<file path="config.mk">
export PLATFORM = sky130hd
export DESIGN_NAME = rx_engine_control
export DESIGN_NICKNAME = d
export VERILOG_FILES = /design/src/rtl/rx_engine_control.sv
export SDC_FILE = /design/constraint.sdc
export NUM_CORES = 1
export LEC_CHECK = 0
export CAP_MARGIN = 10
export CORE_ASPECT_RATIO = 1.75
export CORE_UTILIZATION = 39
export CTS_CLUSTER_DIAMETER = 100
export CTS_CLUSTER_SIZE = 30
export DETAILED_ROUTE_END_ITERATION = 10
export GPL_ROUTABILITY_DRIVEN = 0
export PLACE_DENSITY = 0.67
export SLEW_MARGIN = 20
export SYNTH_ARGS = -nofsm -noshare
export SYNTH_HDL_FRONTEND = slang
export SYNTH_SLANG_ARGS = --single-unit
</file>
<file path="constraint.sdc">
create_clock -name clk -period 2.61 [get_ports clk]
set_input_delay 0.3915 -clock clk [delete_from_list [all_inputs] [get_ports clk]]
set_output_delay 0.3915 -clock clk [all_outputs]
set_load 0.005 [all_outputs]
</file>
<file path="src/rtl/rx_engine_control.sv">
// UART receive control: RX synchroniser, start-bit validation, bit-centre timing and START/BTU/DONE strobes.
// Latency: RX to RX_S is SYNC_STAGES clk; strobes are combinational from state, with no backpressure (free-running strobes).
module rx_engine_control #(
  parameter int SYNC_STAGES = 2,
  parameter int BT_W        = 19
) (
  input  logic       clk,
  input  logic       rst,
  input  logic       RX,
  input  logic [3:0] BAUD,
  input  logic       EIGHT,
  input  logic       PEN,
  output logic       RX_S,
  output logic       START,
  output logic       BTU,
  output logic       DONE
);

  typedef enum logic [1:0] {
    IDLE   = 2'd0,
    STRT   = 2'd1,
    DATA   = 2'd2,
    DONE_S = 2'd3
  } state_t;

  state_t            state_q, state_d;
  logic [SYNC_STAGES-1:0] sync_q;
  logic [BT_W-1:0]   bt_cnt_q, bt_cnt_d;
  logic [BT_W-1:0]   k_q, k_d;
  logic [BT_W-1:0]   target;
  logic [3:0]        bit_cnt_q, bit_cnt_d;
  logic [3:0]        n_q, n_d;
  logic [3:0]        bit_cnt_inc;
  logic              bt_hit;

  // Synchroniser resets to the idle-high line level so reset never looks like a start bit.
  always_ff @(posedge clk) begin
    if (rst) begin
      sync_q <= '1;
    end else begin
      sync_q <= {sync_q[SYNC_STAGES-2:0], RX};
    end
  end

  assign RX_S = sync_q[SYNC_STAGES-1];

  function automatic logic [BT_W-1:0] baud_div(input logic [3:0] code);
    case (code)
      4'h0:    baud_div = BT_W'(333333);
      4'h1:    baud_div = BT_W'(83333);
      4'h2:    baud_div = BT_W'(41667);
      4'h3:    baud_div = BT_W'(20833);
      4'h4:    baud_div = BT_W'(10417);
      4'h5:    baud_div = BT_W'(5208);
      4'h6:    baud_div = BT_W'(2604);
      4'h7:    baud_div = BT_W'(1736);
      4'h8:    baud_div = BT_W'(868);
      4'h9:    baud_div = BT_W'(434);
      4'hA:    baud_div = BT_W'(217);
      4'hB:    baud_div = BT_W'(109);
      default: baud_div = BT_W'(10417);
    endcase
  endfunction

  // Half a bit in STRT lands on the start-bit centre; full bits thereafter.
  assign target      = (state_q == STRT) ? (k_q >> 1) : k_q;
  assign bt_hit      = ((state_q == STRT) || (state_q == DATA)) && (bt_cnt_q == target);
  assign bit_cnt_inc = bit_cnt_q + 4'd1;

  always_ff @(posedge clk) begin
    if (rst) begin
      state_q   <= IDLE;
      bt_cnt_q  <= '0;
      bit_cnt_q <= '0;
      k_q       <= '0;
      n_q       <= '0;
    end else begin
      state_q   <= state_d;
      bt_cnt_q  <= bt_cnt_d;
      bit_cnt_q <= bit_cnt_d;
      k_q       <= k_d;
      n_q       <= n_d;
    end
  end

  always_comb begin
    state_d   = state_q;
    bt_cnt_d  = bt_cnt_q;
    bit_cnt_d = bit_cnt_q;
    k_d       = k_q;
    n_d       = n_q;
    case (state_q)
      IDLE: begin
        bt_cnt_d = '0;
        if (!RX_S) begin
          state_d   = STRT;
          k_d       = baud_div(BAUD);
          n_d       = 4'd8 + {3'b000, EIGHT} + {3'b000, PEN};
          bit_cnt_d = '0;
        end
      end
      STRT: begin
        if (bt_hit) begin
          bt_cnt_d = '0;
          state_d  = RX_S ? IDLE : DATA;
        end else begin
          bt_cnt_d = bt_cnt_q + 1'b1;
        end
      end
      DATA: begin
        if (bt_hit) begin
          bt_cnt_d  = '0;
          bit_cnt_d = bit_cnt_inc;
          if (bit_cnt_inc == n_q) begin
            state_d = DONE_S;
          end
        end else begin
          bt_cnt_d = bt_cnt_q + 1'b1;
        end
      end
      DONE_S: begin
        bt_cnt_d = '0;
        state_d  = IDLE;
      end
      default: begin
        state_d = IDLE;
      end
    endcase
  end

  // Strobes are masked while rst is high so a reset landing on a bit centre issues nothing.
  assign START = (state_q == STRT) && !rst;
  assign BTU   = bt_hit && !rst;
  assign DONE  = (state_q == DONE_S) && !rst;

endmodule

</file>
* After elaboration in Yosys (flattened, before gate mapping)
Memory sizes are Yosys's and may differ from the RTL's. A register that Yosys moved wholly into a read port is not among the register bits.
Index checks and enable logic that the tools add are counted.
** Operators by class
- Bitwise operators :: 1
- Equality and inequality tests :: 9
- Reductions and logical operators :: 13
- Multiplexer cells :: 12
- Add/sub/neg operators :: 4
** Operators with widths (number)
- 19-bit two-way mux :: 2
- 19-bit one-hot mux with 2 select lines :: 1
- 19-bit by 1-bit adder with 19-bit output (second input constant) :: 1
- 19-bit == test :: 1
- 2-bit two-way mux :: 5
- 4-bit two-way mux :: 2
- 2-bit one-hot mux with 4 select lines :: 1
- 4-bit one-hot mux with 2 select lines :: 1
- 2-bit inequality test (second input constant) :: 3
- 4-bit by 1-bit adder with 4-bit output :: 1
- 4-bit by 1-bit adder with 4-bit output (first input constant) :: 1
- 4-bit by 1-bit adder with 4-bit output (second input constant) :: 1
- 2-bit == test (second input constant) :: 2
- 4-bit == test :: 1
- 1-bit logical AND :: 4
- 4-bit AND reduction :: 1
- 2-bit OR reduction :: 2
- 3-bit AND reduction :: 1
- 2-bit by 1-bit == test with 1-bit output (second input constant) :: 1
- 2-bit zero test :: 1
- 2-bit by 1-bit inequality test with 1-bit output (second input constant) :: 1
- 2-bit AND reduction :: 1
- 2-bit nonzero test :: 1
- 1-bit zero test :: 1
- 2 further kinds :: 2
** Word-level totals
- Memory bits (read-only) :: 288
- Bits in registers :: 50
- Bits of input ports :: 9
- Logic and storage cells :: 46
- Memories :: 1
- Output and inout bits :: 4
** Memories
- (name not given) :: words 16, width 18, read ports 1, clocked after Yosys merged registers in 1, wr ports 0, line 48 : case (code)

* Longest topological paths before layout
- Depth in word-level cells :: 6
- Depth in mapped cells :: 13
- Depth with buffers taken out :: 8

* Worst setup path before layout
OpenSTA, ideal clock, no wires.
- Path type :: register to register
- Start :: register with a tool-made name
- End :: register bit_cnt_q[3]
- Arrival :: 2.745 ns
- Slack :: -0.231 ns
- Stages on the path, launching flop included :: 12
- Data required time :: 2.514 ns
- Path through :: dfxtp_1 > inv_1 > ha_1 > buf_6 > buf_6 > mux2i_4 > xnor2_1 > or4b_1 > or4_1 > buf_6 > or2_4 > o41ai_2
** RTL lines
- to (signal assigned) :: line 80 : bit_cnt_q <= bit_cnt_d;
- to (decl) :: line 31 : logic [3:0] bit_cnt_q, bit_cnt_d;

* Worst setup path in the final report
- Start :: register state_q[0]
- End :: output port BTU
** Between the ends
- Longest elaborated chain between the ends :: 5
- Elaborated cells between the ends (all ways) :: 7
** Ends and longest elaborated chain
- from (decl) :: line 26 : state_t state_q, state_d;
- from (signal assigned) :: line 78 : state_q <= state_d;
- 2-bit by 1-bit == test with 1-bit output :: line 66, 67
- 19-bit two-way mux :: line 66 : assign target = (state_q == STRT) ? (k_q >> 1) : k_q;
- 19-bit == test :: line 67 : assign bt_hit = ((state_q == STRT) || (state_q == DATA)) && (bt_cnt_q == target);
- 1-bit logical AND * :: line 67
- 1-bit logical AND * :: line 133 : assign BTU = bt_hit && !rst;
- to (decl) :: line 15 : output logic BTU,
Mark *: on every way between the ends. The rest lies on a longest branch, timed or not.

==> impl_metrics.ini <==
[outcome]
status = complete, but fails checks
violations = setup timing

[timing]
final_max_slew_viol_count = 0
min_period_ps = 2846
summed_negative_setup_slack_over_all_endpoints_ps = -2880
finalSetupViolations = 25
max_slew_margin_pct = 59.81
worst_case_setup_margin_in_the_final_layout_ps = -235.9
unrepaired_setup_endpoints_after_global_routing = true
post-route-period-util_pct = 109.0
tightest_slew_ps = 602.8
max_freq_ghz = 0.3514
post_route_clock_skew_ps = 4.304
timing.final.hold_violations = 0
fin_worst_hold_slack_ps = 407.6

[yosys]
synth-edff-count = 0
synth_cells = 350
netlist.top_cell.by_area = dfxtp_1
seq_area_frac_synth_pct = 32.63
synth.area.top_cells = dfxtp_1 (33%), xnor2_1 (7.4%), nor2_1 (6.0%)
flip_flop_and_latch_count_after_synthesis = 48
synth_top_area_share_pct = 32.63
synth.most_common_cell = dfxtp_1
async_flop_share_pct = 0
cell_variety_after_synth = 55
yosys_warnings = 0
synth_top_cells_by_count = dfxtp_1 (48), nor2_1 (47), xnor2_1 (25)
synth_top_flop_cell = dfxtp_1
postSynthNetCount = 372
synthesis.area_per_instance_um2 = 8.415
post_synthesis_instance_area_um2 = 2945

[cells_and_area]
layout_cell_share_with_drive_strength_beyond_1_pct = 27.00
syn2layout_area_growth_pct = 33.60
layout.nets = 421
antennaDiodeCount = 0
filler_cell_count = 630

[floorplanning]
ioPinCount = 13
die-height_um = 117.0
placeableCoreArea_um2 = 7233
rows = 41
die_width_um = 67.69
die-area_um2 = 7917
start_util_pct = 40.72

[clock_tree]
clock_root_buffer = clkbuf_16
clk_path_buf_depth = 2
clk-insertion-delay-late_ps = 290
cts_max_level = 2
postCtsHoldBufs = 0
tritoncts.num_buffers = 5
clock_sinks = 48
clkTransAtPathRegs_ps = 70
cts_tree = yes

[detailed_routing]
route.detailed.drc = 0
drt-total-wl_um = 8019
detailroute.via_count = 2716
drt-initial-drc-count = 155
drt-pass1-iter-count = 4
routedWlPerCell_um = 16.50
ant_nets = 0
detail_route.vias_per_cell = 5.588

[pwr]
power_frac_seq_pct = 30.9
p_clk_share_pct = 25.3
p_leak_nw = 1.480
power.share.combinational_pct = 43.9
p_switching_w = 0.0008437
power.internal_w = 0.001710
netSwitchingFraction_pct = 33.04
power.density_cell_area_nw_per_um2 = 648.9
power.total_w = 0.002553
worst_ir_drop_vdd_v = 0.0003728

[placed_design]
placement.io_buffers = 12
dp_worst_setup_slack_ps = -504.3
hpwlAfterDp_um = 5459

[worst_hold_path]
min_delay_worst_type = register to register

[critical_path]
path_class = register to output pin
worst_path_max_delay_cell = dfxtp_1
required_ps = 2220
cp_top_family = simple AND/OR/NAND/NOR gates
timing.critical_path.arrival_ps = 2450
critPathBufInv = 3
series_of_cell_instances_along_the_critical_path = ha_4 -> buf_12 -> buf_4 -> mux2i_1 -> xor2_1 -> nor4b_4 -> nand4_1 -> nor4_2 -> buf_2
cp_max_fo = 8
worstSetupStartpointType = register
max_stage_delay_ps = 390
endpoint_kind = output pin

[global_route]
maximum_number_of_pins_on_one_net_before_global_route_repair = 22
grt_first_pass_wirelength_um = 13030
grt_pass1_vias = 2743
antenna_found_initial = 0
grt_use_total_pct = 22.18
grt_overflow_total = 0

[run]
timing.max_cap.violations = 0
cells by family (layout without fill, tap and decap cells):
| logic type | count (synthesis) | in the layout | synth area share (%) |
|---|---|---|---|
| compound gates | 66 | 66 | 16.23 |
| xor+xnor | 40 | 40 | 11.89 |
| fa+ha+maj | 13 | 13 | 5.523 |
| buf+inv | 32 | 82 | 4.928 |
| flops | 48 | 48 | 32.63 |
| mux | 14 | 14 | 5.268 |
| simple gates | 137 | 137 | 23.53 |
sequential cells by signal, summed over array words and instances (netlist names), named ones only:
| register | flops |
|---|---|
| bt_cnt_q | 19 |
| k_q | 18 |
| bit_cnt_q | 4 |
| n_q | 3 |
| sync_q | 2 |
| state_q | 1 |
layout make-up:
cell class / count / area [um2] / share of cell area (%)
clock buffer: 6 / 128.9 / 3.275
clock inverter: 2 / 16.27 / 0.4134
inverter: 14 / 52.55 / 1.335
multi-input combinational: 270 / 2092 / 53.16
sequential: 48 / 962.2 / 24.45
tap: 86 / 107.6 / 2.734
timing repair buffer: 60 / 575.6 / 14.63
repair_timing:
action / CTS / global route
gates resized for setup: 33 / 34
setup endpoints to repair: 26 / 26
setup buffers: 16 / 3
pin swaps: 13 / 11
cloned: 3 / 0
per-stage QoR:
| stage | instances | utilization [%] | area, um2 |
|---|---|---|---|
| 2_1_floorplan | 350 | - | 2969 |
| 3_3_place_gp | 458 | 45.86 | 3317 |
| 3_5_place_dp | 458 | 45.86 | 3317 |
| 4_1_cts | 485 | 52.78 | 3817 |
| 5_1_grt | 486 | 54.40 | 3935 |
| 6_report | 486 | 54.40 | 3935 |
worst paths after layout:
| kind | startpoint | to | slack (ps) | depth (start not counted) |
|---|---|---|---|---|
| setup / recovery | state_q[0] | BTU | -240 | 9 |
| hold / removal | sync_q[0] | sync_q[1] | 410 | 1 |
| setup reg to reg | state_q[0] | bit_cnt_q[2] | -170 | 8 |
| hold reg to reg | sync_q[0] | sync_q[1] | 410 | 1 |
worst reg2reg max path: stages, from the launching register on:
cell and delay, ps:
dfxtp_1 390, ha_4 190, buf_12 140, mux2i_4 250
xnor2_2 120, or4b_1 490, or4_4 510, or2_4 300
o41ai_2 280
placed cells by master, fill, tap and decap left out, types with 5 or more instances in the layout:
master / synthesis / final
xor2_1: 15 / 15
nor2_2: 0 / 12
ha_1: 13 / 12
buf_4: 0 / 38
nand2_1: 23 / 23
inv_1: 14 / 13
nand3_1: 10 / 10
o21ai_0: 7 / 7
nor2_4: 0 / 6
clkbuf_16: 0 / 5
mux2i_1: 11 / 9
nor3_1: 10 / 10
xnor2_1: 25 / 23
nand2b_1: 6 / 5
nor2_1: 47 / 29
nor2b_1: 7 / 7
a21oi_1: 21 / 21
dfxtp_1: 48 / 47
clkdlybuf4s50_1: 0 / 11
and3_1: 8 / 7
routing by layer:
layer	GRT usage [%]	vias to the layer above	routed length, um
met5	0	-	0
met4	15.04	0	502
met3	4.070	33	230
met2	39.47	56	4232
met1	22.60	1295	3054
li1	-	1332	-
power groups by stage:
stage | combinational [W] | clock (W) | sequential (W)
after detailed placement | 0.000725 | 0 | 0.000803
after global placement | 0.000718 | 0 | 0.000801
after CTS | 0.00106 | 0.000655 | 0.000785
after global routing | 0.00120 | 0.000688 | 0.000789
final | 0.00112 | 0.000645 | 0.000788
after floorplan | 0.000491 | 0 | 0.000802
No activity file was read; power rests on OpenSTA's default activity.
